### src/rtl/tlb_op_unit.sv
// rtl/tlb_op_unit.sv - CP0 TLB instruction sequencer (TLBP/TLBR/TLBWI/TLBWR) and Random register
module tlb_op_unit #(
  parameter int ENTRY_ADDR_WIDTH = 3
) (
  input  logic        clk,
  input  logic        res,
  input  logic        opValid,
  input  logic [2:0]  op,
  output logic        busy,
  output logic        done,
  input  logic [31:0] cp0EntryHi,
  input  logic [31:0] cp0Index,
  input  logic [31:0] cp0Wired,
  input  logic        wiredWe,
  output logic [31:0] random,
  output logic [31:0] tlbVAddr,
  output logic [31:0] tlbIndex,
  output logic        tlbRe,
  output logic        tlbWe,
  input  logic        tlbFound,
  input  logic [31:0] tlbMatchedIndex,
  output logic        indexWe,
  output logic [31:0] indexOut,
  output logic        entryWe
);

  localparam int AW = ENTRY_ADDR_WIDTH;
  localparam logic [AW-1:0] RAND_TOP = {AW{1'b1}};

  localparam logic [2:0] OP_TLBP  = 3'd1;
  localparam logic [2:0] OP_TLBR  = 3'd2;
  localparam logic [2:0] OP_TLBWI = 3'd3;
  localparam logic [2:0] OP_TLBWR = 3'd4;

  typedef enum logic [1:0] {
    ST_IDLE = 2'd0,
    ST_EXEC = 2'd1,
    ST_DONE = 2'd2
  } state_t;

  state_t          state_q, state_d;
  logic [2:0]      op_q, op_d;
  logic [AW-1:0]   rand_snap_q, rand_snap_d;
  logic [AW-1:0]   random_q, random_d;
  logic            accept;
  logic            unused_bits;

  assign unused_bits = ^{cp0EntryHi[12:0], cp0Index[31:AW], tlbMatchedIndex[31:AW]};

  assign accept = (state_q == ST_IDLE) && opValid && (op >= OP_TLBP) && (op <= OP_TLBWR);

  always_ff @(posedge clk or posedge res) begin
    if (res) begin
      state_q     <= ST_IDLE;
      op_q        <= 3'd0;
      rand_snap_q <= RAND_TOP;
      random_q    <= RAND_TOP;
    end else begin
      state_q     <= state_d;
      op_q        <= op_d;
      rand_snap_q <= rand_snap_d;
      random_q    <= random_d;
    end
  end

  always_comb begin
    state_d = state_q;
    case (state_q)
      ST_IDLE: if (accept) state_d = ST_EXEC;
      ST_EXEC: state_d = ST_DONE;
      ST_DONE: state_d = ST_IDLE;
      default: state_d = ST_IDLE;
    endcase
  end

  // Op and snapshot are captured only on acceptance; the snapshot sees pre-update Random.
  always_comb begin
    op_d        = op_q;
    rand_snap_d = rand_snap_q;
    if (accept) begin
      op_d        = op;
      rand_snap_d = random_q;
    end
  end

  always_comb begin
    random_d = random_q - 1'b1;
    if (wiredWe || ({{(32-AW){1'b0}}, random_q} <= cp0Wired)) begin
      random_d = RAND_TOP;
    end
  end

  always_comb begin
    busy     = (state_q != ST_IDLE);
    done     = (state_q == ST_DONE);
    random   = {{(32-AW){1'b0}}, random_q};
    tlbVAddr = 32'd0;
    tlbIndex = 32'd0;
    tlbRe    = 1'b0;
    tlbWe    = 1'b0;
    indexWe  = 1'b0;
    indexOut = 32'd0;
    entryWe  = 1'b0;
    if (state_q == ST_EXEC) begin
      case (op_q)
        OP_TLBP: begin
          tlbVAddr = {cp0EntryHi[31:13], 13'd0};
          indexWe  = 1'b1;
          indexOut = tlbFound ? {{(32-AW){1'b0}}, tlbMatchedIndex[AW-1:0]} : 32'h8000_0000;
        end
        OP_TLBR: begin
          tlbRe    = 1'b1;
          tlbIndex = {{(32-AW){1'b0}}, cp0Index[AW-1:0]};
          entryWe  = 1'b1;
        end
        OP_TLBWI: begin
          tlbWe    = 1'b1;
          tlbIndex = {{(32-AW){1'b0}}, cp0Index[AW-1:0]};
        end
        OP_TLBWR: begin
          tlbWe    = 1'b1;
          tlbIndex = {{(32-AW){1'b0}}, rand_snap_q};
        end
        default: ;
      endcase
    end
  end

endmodule
### config.mk
export PLATFORM = sky130hd
export DESIGN_NAME = tlb_op_unit
export DESIGN_NICKNAME = d
export VERILOG_FILES = /design/src/rtl/tlb_op_unit.sv
export SDC_FILE = /design/constraint.sdc
export NUM_CORES = 1
export LEC_CHECK = 0
export ABC_AREA = 0
export BUFFER_PORTS_ARGS = -buffer_cell sky130_fd_sc_hd__buf_2
export CAP_MARGIN = 5
export CELL_PAD_IN_SITES_DETAIL_PLACEMENT = 1
export CELL_PAD_IN_SITES_GLOBAL_PLACEMENT = 1
export CORE_AREA = 2 2 105 107
export DETAILED_ROUTE_END_ITERATION = 8
export DIE_AREA = 0 0 107 109
export PLACE_DENSITY = 0.77
export REMOVE_ABC_BUFFERS = 1
export SYNTH_ARGS = -nofsm -noshare
export SYNTH_HDL_FRONTEND = slang
export SYNTH_SLANG_ARGS = --single-unit
export TNS_END_PERCENT = 30
### constraint.sdc
create_clock -name clk -period 2.5 [get_ports clk]
set_clock_uncertainty 0.15 [all_clocks]
set_input_delay 0.25 -clock clk [delete_from_list [all_inputs] [get_ports clk]]
set_output_delay 0.25 -clock clk [all_outputs]
set_load 0.01 [all_outputs]
# Word level (Yosys, flattened, before mapping)
# Cells that the tools add are included.
# totals
regBits,11
in_bits,136
word_cells,39
out_inout_bits,134
# classes
n_lt_le_gt_ge,3
mux,16
addsub,1
n_eq_ne,7
n_reduce_logical,8
# op_table
operator,count
$mux W32,5
$le A3 B32 Y1,1
$eq A3 B2 Y1 const B,2
$mux W1,6
$mux W3,2
$pmux W3 S2,1
$pmux W2 S2,1
$reduce_or A2 Y1,2
$eq A3 B1 Y1 const B,1
$eq A3 B3 Y1 const B,1
$ge A3 B1 Y1 const B,1
$le A3 B3 Y1 const B,1
$logic_and A1 B1 Y1,3
$sub A3 B1 Y3 const B,1
$eq A2 B1 Y1 const B,1
$eq A2 B2 Y1 const B,1
$logic_not A2 Y1,1
$mux W2,1
$ne A2 B2 Y1 const B,1
$reduce_bool A2 Y1,1
$logic_or A1 B1 Y1,1

# Depth between registers and ports, before layout
# Gate-level depths: netlist (run 1).
# depth
depth_word,6
depth_mapped,5

# Worst setup path after synthesis (run 1)
# No wires, ideal clock.
# synth_timing
kind,register to output
start,register op_q[1]
end,output tlbRe
arrival_ns,1.262
t_required_ns,2.100
stages_incl_launch_ff,4
n_path_buf,1
path_slack_ns,0.838
cell_sequence,dfrtp_1 > nor2b_1 > nor3b_1 > buf_4
# synth_via
elab_chain_len,3
# synth_rtl
item,line,rtl
"start, declared",42,"logic [2:0] op_q, op_d;"
"start signal, assigned",60,op_q <= op_d;
$eq A3 B2 Y1,-,
$mux W1 (2 in a row),-,
"end, declared",18,"output logic tlbRe,"
# Every way passes these cells.

# Worst setup path in the final report (run 1)
# layout_timing
start,register op_q[2]
end,output tlbIndex[0]
# layout_via
elab_chain_len,4
# layout_rtl
item,line,rtl
$eq A3 B2 Y1,105,case (op_q)
$reduce_or A2 Y1 (no line),-,
$pmux W3 S2 *,105,
$mux W3 *,104,if (state_q == ST_EXEC) begin
"end, declared",17,"output logic [31:0] tlbIndex,"
# Every way passes the cells marked *; elsewhere a longest branch is shown, timed or not.

==> results of run 1 <==
[how the worst max path moves through the flow]
stage | to | cells past startpoint
2_1_floorplan | indexOut[31] | 3
3_3_place_gp | op_q[0] | 3
3_5_place_dp | op_q[1] | 3
4_1_cts | tlbIndex[0] | 4
5_1_grt | tlbIndex[0] | 4
6_report | tlbIndex[0] | 4
[power by group]
group | switching (uW) | internal [uW]
combinational | 146 | 105
sequential | 24.1 | 194
clock | 65.4 | 112
[flip-flops by register name, summed over array words and instances (netlist names)]
name	flops
op_q	3
rand_snap_q	3
random_q	3
state_q	2
[through the flow]
| stage | instance area (um2) | total power (uW) | hold slack [ps] |
|---|---|---|---|
| floorplan | 1250 | 376 | -51.9 |
| global placement | 1930 | 460 | 112 |
| detailed placement | 1930 | 469 | 129 |
| CTS | 1980 | 653 | 120 |
| global route | 1980 | 693 | 140 |
| finish | 1980 | 646 | 128 |
[layer usage]
layer  global-route usage, %  vias to the layer above  wire (um)
met1                    5.77                      611       1270
met4                    2.78                        0         36
met5                       0                        -          0
met2                    13.6                      127       2300
met3                    2.81                        2        646
li1                        -                      628          -
[final cells by class]
cell class / count / area (um2) / area share (%)
Tap cell: 140 / 175 / 8.83
Inverter: 7 / 26.3 / 1.32
Multi-Input combinational cell: 169 / 941 / 47.4
Sequential cell: 11 / 283 / 14.3
Clock buffer: 4 / 45.0 / 2.27
Timing Repair Buffer: 101 / 513 / 25.9
[cells by family (layout without fill, tap and decap cells)]
group	after synthesis	after routing	share of synthesized area (%)
AO/OA/AOI/OAI	9	9	4.01
XOR/XNOR	1	1	0.530
adder cells (fa/ha/maj)	4	4	3.03
buffers and inverters	110	112	48.2
flip-flops	11	11	17.1
multiplexers	6	6	5.45
other	1	99	0.227
AND/OR/NAND/NOR	50	50	21.4
[cell usage in the layout (no fill, tap or decap), drive strengths merged]
cell type    synthesis  routed
buf                102     100
conb                 1      99
and2                19      19
nor4                 8       8
inv                  7       7
mux2                 6       6
dfstp                6       6
dfrtp                5       5
and3                 4       4
nor2                 4       4
ha                   4       4
clkbuf               1       4
nor2b                3       3
o2111ai              3       3
a22oi                3       3
nor3b                2       2
nor4b                2       2
nand2b               1       1
nor3                 1       1
or2                  1       1
o21ai                1       1
nand4bb              1       1
o21a                 1       1
nand3                1       1
and4                 1       1
or4                  1       1
and2b                1       1
xor2                 1       1
a21oi                1       1
dlygate4sd3          0       1
[what timing repair did]
| item | 4_1_cts | 5_1_grt |
|---|---|---|
| endpoints found under the setup margin | 0 | 0 |
| hold buffers | 1 | 0 |
| hold endpoints to repair | 5 | 0 |
==> impl_metrics.json, run 1 <==
{
  "status": "completed",
  "crit_start": "op_q[2]",
  "clock_latency_ps": 230,
  "avgSynthCellArea_um2": 8.61,
  "setup_tns_ps": 0,
  "core-area_um2": 10600,
  "ys_types": 32,
  "reg2reg_to": "op_q[1]",
  "synthArstFlopShare_pct": 100,
  "drc_errors": 0,
  "start_util_pct": 15.6,
  "drive_gt1_share_pct": 41.4,
  "cts_setup_buffers": 0,
  "routed_wl_um": 4260,
  "grt_pass1_vias": 1232,
  "synth_most_common_cell": "buf_4",
  "gp_congestion": 0.678,
  "grt_setup_unrepaired": "no",
  "max_freq_ghz": 0.506,
  "yosysWarnings": 0,
  "clk_path_buf_depth": 2,
  "synth_area_leaders": "buf_4 (45%), dfstp_2 (9.5%), dfrtp_1 (7.6%), and2_1 (7.2%), mux2_4 (5.5%)",
  "clockRootBuffer": "clkbuf_8",
  "num_io_pins": 270,
  "fill_cells": 1332,
  "whs_path_depth": 2,
  "syn_to_final_growth_pct": 20.0,
  "drt_iter0_markers": 35,
  "cts_tree": "built",
  "r2r_slack_ps": 590,
  "pwr_density_cell_nw_per_um2": 326,
  "ys_ff_latch": 11,
  "wl_per_cell_um": 9.86,
  "vias_per_cell": 3.17,
  "grt_max_degree": 25,
  "critPathMaxStageDelay_ps": 500,
  "clkSinkCount": 11,
  "hpwl_um": 3910,
  "period_share_pct": 79.1,
  "cp.required_ps": 2100,
  "timing.final.max_slew_violations": 0,
  "die_w_um": 107,
  "hp-start": "op[0]",
  "max_slew_margin_pct": 64.0,
  "endpoint_kind": "output port",
  "syn_area_um2": 1650,
  "fp.dieH_um": 109,
  "finalHoldViolCount": 0,
  "port_buffers": 99,
  "final_core_util_pct": 18.7,
  "cts.clk_slew.worst_paths_ps": 50,
  "crit_chain": "nor3b_1, a22oi_1, nor2_1, buf_2",
  "setup_viol": 0,
  "synthTopCellsByCount": "buf_4 (100), and2_1 (19), nor4_1 (8)",
  "ctsResizeCount": 0,
  "fin_ws_ps": 523,
  "synth_edf_count": 0,
  "path_delay_family": "simple AND/OR/NAND/NOR gates",
  "cp-start-kind": "flip-flop",
  "netlist_instances": 192,
  "dieArea_um2": 11700,
  "tightestPinTransition_ps": 538,
  "drv_cap": 0,
  "post-place-ws_ps": 575,
  "yosys.area.top_type": "buf_4",
  "yosysTopAreaCellShare_pct": 45.4,
  "grt.overflow.total": 0,
  "crit_type": "flip-flop to output port",
  "firstDrtPassIters": 4,
  "r2r-start": "state_q[0]",
  "min_path_type": "input port to flip-flop",
  "htreeDepth": 1,
  "ir_drop_uv": 80.0,
  "seq_area_frac_synth_pct": 17.1,
  "power.leakage_uw": 0.00120,
  "antenna_found_initial": 0,
  "r2r_cells": 3,
  "critPathArrivalTime_ps": 1580,
  "crit_slowest_cell": "nor3b_1",
  "synth-main-ff-cell": "dfstp_2",
  "postRouteAntennaNets": 0,
  "diodes": 0,
  "fin_crit_ps": 1980,
  "dp.cells": 427,
  "cp.buffers_inverters": 1,
  "track_usage_pct": 6.74,
  "fp-row-count": 38,
  "grt_pass1_wl_um": 5920,
  "cp_max_fo": 4,
  "numCtsBuffers": 3,
  "hold_end": "op_q[0]",
  "final_nets": 433,
  "finalNonFillerCells": 432,
  "num_vias": 1368
}
(Power assumes the default switching activity.)
==> run 2, diff against run 1 <==
--- a/config.mk
+++ b/config.mk
@@ -5,15 +5,14 @@
 export SDC_FILE = /design/constraint.sdc
 export NUM_CORES = 1
 export LEC_CHECK = 0
-export ABC_AREA = 0
+export ABC_AREA = 1
 export BUFFER_PORTS_ARGS = -buffer_cell sky130_fd_sc_hd__buf_2
 export CAP_MARGIN = 5
 export CELL_PAD_IN_SITES_DETAIL_PLACEMENT = 1
 export CELL_PAD_IN_SITES_GLOBAL_PLACEMENT = 1
-export CORE_AREA = 2 2 105 107
+export CORE_UTILIZATION = 15
 export DETAILED_ROUTE_END_ITERATION = 8
-export DIE_AREA = 0 0 107 109
-export PLACE_DENSITY = 0.77
+export PLACE_DENSITY = 0.76
 export REMOVE_ABC_BUFFERS = 1
 export SYNTH_ARGS = -nofsm -noshare
 export SYNTH_HDL_FRONTEND = slang
==> constraint.sdc (replaced) <==
create_clock -name clk -period 1.69 [get_ports clk]
set_clock_uncertainty 0.15 [all_clocks]
set_input_delay 0.169 -clock clk [delete_from_list [all_inputs] [get_ports clk]]
set_output_delay 0.169 -clock clk [all_outputs]
set_load 0.01 [all_outputs]
==> impl_metrics.json, run 2 <==
{
  "synthTopCellsByCount": "buf_4 (101), inv_1 (49), nor2_1 (24)",
  "failed_checks": "design-rule violations, negative setup slack",
  "endpoint_kind": "output port",
  "clk_path_buf_depth": 2,
  "dieArea_um2": 12300,
  "drt_iter0_markers": 50,
  "whs_path_depth": 3,
  "holdWs_ps": 64.1,
  "drv_cap": 0,
  "clock_latency_ps": 230,
  "setup_viol": 16,
  "final_core_util_pct": 20.8,
  "final_common_cell": "conb_1",
  "cp_max_fo": 9,
  "port_buffers": 99,
  "clkSinkCount": 11,
  "num_vias": 1549,
  "min_path_type": "input port to flip-flop",
  "die_w_um": 111,
  "ir_drop_uv": 284,
  "syn_to_final_growth_pct": 33.8,
  "cp.required_ps": 1370,
  "power.leakage_uw": 0.00151,
  "crit_chain": "nor3_4, nand2_4, buf_12, nor2_4, buf_6",
  "antenna_found_initial": 1,
  "netlist_instances": 260,
  "fp-row-count": 39,
  "top_regs": "op_q: 3 flops, rand_snap_q: 3 flops, random_q: 3 flops",
  "seq_area_frac_synth_pct": 15.8,
  "grt_max_degree": 12,
  "numCtsBuffers": 3,
  "gp_congestion": 0.674,
  "synth-main-ff-cell": "dfstp_2",
  "crit_type": "flip-flop to output port",
  "period_share_pct": 102,
  "timing.final.max_slew_violations": 0,
  "crit_slowest_cell": "dfrtp_1",
  "num_io_pins": 270,
  "postRouteAntennaNets": 0,
  "synth_area_leaders": "buf_4 (42%), inv_1 (10%), dfstp_2 (8.8%), dfrtp_1 (7.0%), nor2_2 (6.3%)",
  "yosys.area.top_type": "buf_4",
  "synth_edf_count": 0,
  "core-area_um2": 11500,
  "start_util_pct": 15.5,
  "htreeDepth": 1,
  "path_delay_family": "simple AND/OR/NAND/NOR gates",
  "setup_tns_ps": -226,
  "grt.overflow.total": 0,
  "fp.dieH_um": 111,
  "status": "finished, violations left",
  "clockRootBuffer": "clkbuf_16",
  "yosysWarnings": 0,
  "r2r_cells": 8,
  "grt_pass1_vias": 1386,
  "avgSynthCellArea_um2": 6.87,
  "hpwl_um": 3910,
  "critPathMaxStageDelay_ps": 400,
  "design_area_um2": 2390,
  "wl_per_cell_um": 8.84,
  "diodes": 0,
  "synthArstFlopShare_pct": 100,
  "ys_types": 23,
  "grt_pass1_wl_um": 6640,
  "drive_gt1_share_pct": 43.9,
  "routed_wl_um": 4590,
  "final_cell_mix": "conb_1 (99), buf_2 (95), inv_1 (49)",
  "fin_crit_ps": 1730,
  "final_nets": 517,
  "power.total_uw": 1270,
  "ys_ff_latch": 11,
  "cp-start-kind": "flip-flop",
  "grt_setup_unrepaired": "yes",
  "firstDrtPassIters": 6,
  "syn_area_um2": 1790,
  "cts.clk_slew.worst_paths_ps": 40,
  "r2r_slack_ps": 110,
  "max_freq_ghz": 0.579,
  "vias_per_cell": 2.98,
  "post_dp_cell_area_um2": 2120,
  "track_usage_pct": 6.72,
  "fin_ws_ps": -36.1,
  "yosysTopAreaCellShare_pct": 42.5,
  "critPathArrivalTime_ps": 1410,
  "pwr_density_cell_nw_per_um2": 530,
  "synth_most_common_cell": "buf_4",
  "cp.depth": 5,
  "drc_errors": 24,
  "cts_tree": "built",
  "cp.buffers_inverters": 2,
  "finalHoldViolCount": 0
}
run 2: layout make-up:
class                   count  area (um2)
repair buffers            117         674
inverters                  51         191
fillers                  1486        9130
well taps                 143         179
clock buffers               4        78.8
multi-input cells         193         982
flip-flops and latches     11         284
run 2: through the flow:
stage               cells  worst slack (ps)
global route          519              -109
detailed placement    505             -29.1
global placement      505             -2.67
CTS                   515             -47.9
finish                519             -36.1
floorplan             255              22.6
run 2: cell families after synthesis:
family                   Yosys count  synth area share [%]
buffers and inverters            154                  54.5
AND/OR/NAND/NOR                   77                  21.6
AO/OA/AOI/OAI                     12                  4.62
flip-flops                        11                  15.8
adder cells (fa/ha/maj)            4                  2.80
XOR/XNOR                           1                 0.491
other                              1                 0.210
run 2: layer usage:
layer	GRT usage (%)	share of wire, %	vias up
li1	-	-	794
met1	7.76	37	670
met2	11.9	52	83
met4	0.541	0.087	0
met5	0	0	-
met3	2.84	11	2
run 2: path summary, 6_finish.rpt:
path | start | to
max in group asynchronous | res | rand_snap_q[2]
min reg2reg | random_q[0] | random_q[0]
max reg2reg | random_q[0] | random_q[1]
min | op[0] | op_q[0]
max | op_q[1] | tlbVAddr[29]
min in group asynchronous | res | op_q[2]
run 2: power breakdown:
group	switching, uW	internal (uW)	total [uW]
sequential	30.9	316	347
clock	105	316	421
combinational	309	190	499
total	445	822	1270
run 2: tightest hold or removal path, stage by stage:
cell and delay (ps):
buf_2 100, inv_1 70, o21ai_2 60
run 2: what timing repair did:
item | 4_1_cts | 5_1_grt
gates resized for setup | 10 | 13
buffers inserted | 5 | 4
hold buffers | 1 | 0
pin swaps | 4 | 4
endpoints found under the hold margin | 5 | 0
endpoints found under the setup margin | 27 | 32
==> run 3, diff against run 2 <==
--- a/config.mk
+++ b/config.mk
@@ -12,7 +12,7 @@
 export CELL_PAD_IN_SITES_GLOBAL_PLACEMENT = 1
 export CORE_UTILIZATION = 15
 export DETAILED_ROUTE_END_ITERATION = 8
-export PLACE_DENSITY = 0.76
+export PLACE_DENSITY = 0.81
 export REMOVE_ABC_BUFFERS = 1
 export SYNTH_ARGS = -nofsm -noshare
 export SYNTH_HDL_FRONTEND = slang
==> impl_metrics.json, run 3 (synthesis results as in run 2) <==
{
  "drt_iter0_markers": 64,
  "grt_pass1_wl_um": 6390,
  "crit_type": "flip-flop to output port",
  "antenna_found_initial": 0,
  "setup_tns_ps": -486,
  "fill_cells": 1468,
  "crit_chain": "nor2_4, nand3b_1, o22ai_1, buf_2",
  "syn_to_final_growth_pct": 33.8,
  "min_path_type": "input port to flip-flop",
  "max_freq_ghz": 0.569,
  "critPathMaxStageDelay_ps": 400,
  "setup_viol": 19,
  "drv_cap": 0,
  "r2r_cells": 8,
  "clk_path_buf_depth": 2,
  "grt_pass1_vias": 1340,
  "period_share_pct": 104,
  "routed_wl_um": 4510,
  "start_util_pct": 15.5,
  "fin_crit_ps": 1760,
  "postRouteAntennaNets": 0,
  "cp_max_fo": 5,
  "hpwl_um": 3850,
  "num_io_pins": 270,
  "whs_path_depth": 3,
  "finalHoldViolCount": 0,
  "num_vias": 1556,
  "timing.final.max_slew_violations": 0,
  "diodes": 0,
  "post-place-ws_ps": -14.4,
  "final_core_util_pct": 20.7,
  "final_common_cell": "conb_1",
  "power.leakage_uw": 0.00149,
  "final_nets": 512,
  "numCtsBuffers": 3,
  "cp.required_ps": 1370,
  "clockRootBuffer": "clkbuf_16",
  "gp_congestion": 0.634,
  "final-seq-area_um2": 284,
  "dieArea_um2": 12300,
  "status": "finished, violations left",
  "critPathArrivalTime_ps": 1440,
  "clkSinkCount": 11,
  "finalNonFillerCells": 514,
  "endpoint_kind": "output port",
  "cts.clk_slew.worst_paths_ps": 40,
  "dp.cells": 503,
  "failed_checks": "design-rule violations, negative setup slack",
  "wl_per_cell_um": 8.78,
  "track_usage_pct": 6.53,
  "final_cell_mix": "conb_1 (99), buf_2 (91), inv_1 (49)",
  "drive_gt1_share_pct": 42.6,
  "ir_drop_uv": 229,
  "grt_max_degree": 12,
  "grt_setup_unrepaired": "yes",
  "crit_slowest_cell": "dfrtp_1",
  "fp-row-count": 39,
  "core-area_um2": 11500,
  "vias_per_cell": 3.03,
  "htreeDepth": 1,
  "multi_input_area_um2": 981,
  "top_regs": "op_q: 3 flops, rand_snap_q: 3 flops, random_q: 3 flops",
  "cp-start-kind": "flip-flop",
  "pwr_density_cell_nw_per_um2": 523,
  "power.total_uw": 1250,
  "port_buffers": 99,
  "grt.overflow.total": 0,
  "fin_ws_ps": -66.7,
  "firstDrtPassIters": 7,
  "clock_latency_ps": 240,
  "drc_errors": 22,
  "cts_tree": "built",
  "die_w_um": 111,
  "fp.dieH_um": 111
}
## run 3: cell types whose count changed in the layout (fill, tap and decap cells not counted), sizes merged
| cell | previous run | this run |
|---|---|---|
| clkbuf | 4 | 5 |
| buf | 116 | 110 |
## run 3: final timing paths
kind / endpoint / slack (ps) / from
max in group asynchronous: op_q[2] / 700 / res
min in group asynchronous: state_q[0] / 340 / res
max: tlbIndex[2] / -70 / state_q[1]
min: op_q[2] / 50 / op[2]
min reg2reg: random_q[0] / 330 / random_q[0]
max reg2reg: random_q[2] / 120 / random_q[0]
## run 3: critical path: cells and delay by family, from the launching register on
family | cells | cell delay [ps]
simple gates | 2 | 430
flops | 1 | 400
compound gates | 1 | 190
buf+inv | 1 | 170
## run 3: per-stage QoR
step                      hold slack (ps)  instance area [um2]
after global placement               34.6                 2090
after CTS                            59.6                 2200
after detailed placement             51.3                 2090
final                                54.3                 2390
after floorplan                      -133                 1370
after global routing                 69.1                 2390
## run 3: timing repair
item,4_1_cts,5_1_grt
setup buffers,1,4
pin swaps,3,6
hold endpoints to repair,5,0
setup endpoints to repair,31,33
hold buffers,1,0
gates cloned,0,1
gates resized for setup,4,27
## run 3: metal layers
layer | vias up | global-route usage, % | part of all wire (%)
met5 | - | 0 | 0
met4 | 0 | 1.89 | 0.71
met3 | 3 | 2.08 | 10
met2 | 85 | 11.6 | 53
met1 | 686 | 7.43 | 37
li1 | 782 | - | -
## run 3: final cells by class
cell class              instances  share of cell area (%)
multi-input cells             193                    41.1
repair buffers                112                    28.2
flip-flops and latches         11                    11.9
inverters                      51                    8.01
well taps                     143                    7.49
clock buffers                   4                    3.30
## run 3: where the power goes
group	leakage, uW	internal (uW)	switching [uW]	total (uW)
clock	0.0000382	317	119	436
combinational	0.00133	176	289	465
sequential	0.000126	316	33.1	349
total	0.00149	809	441	1250
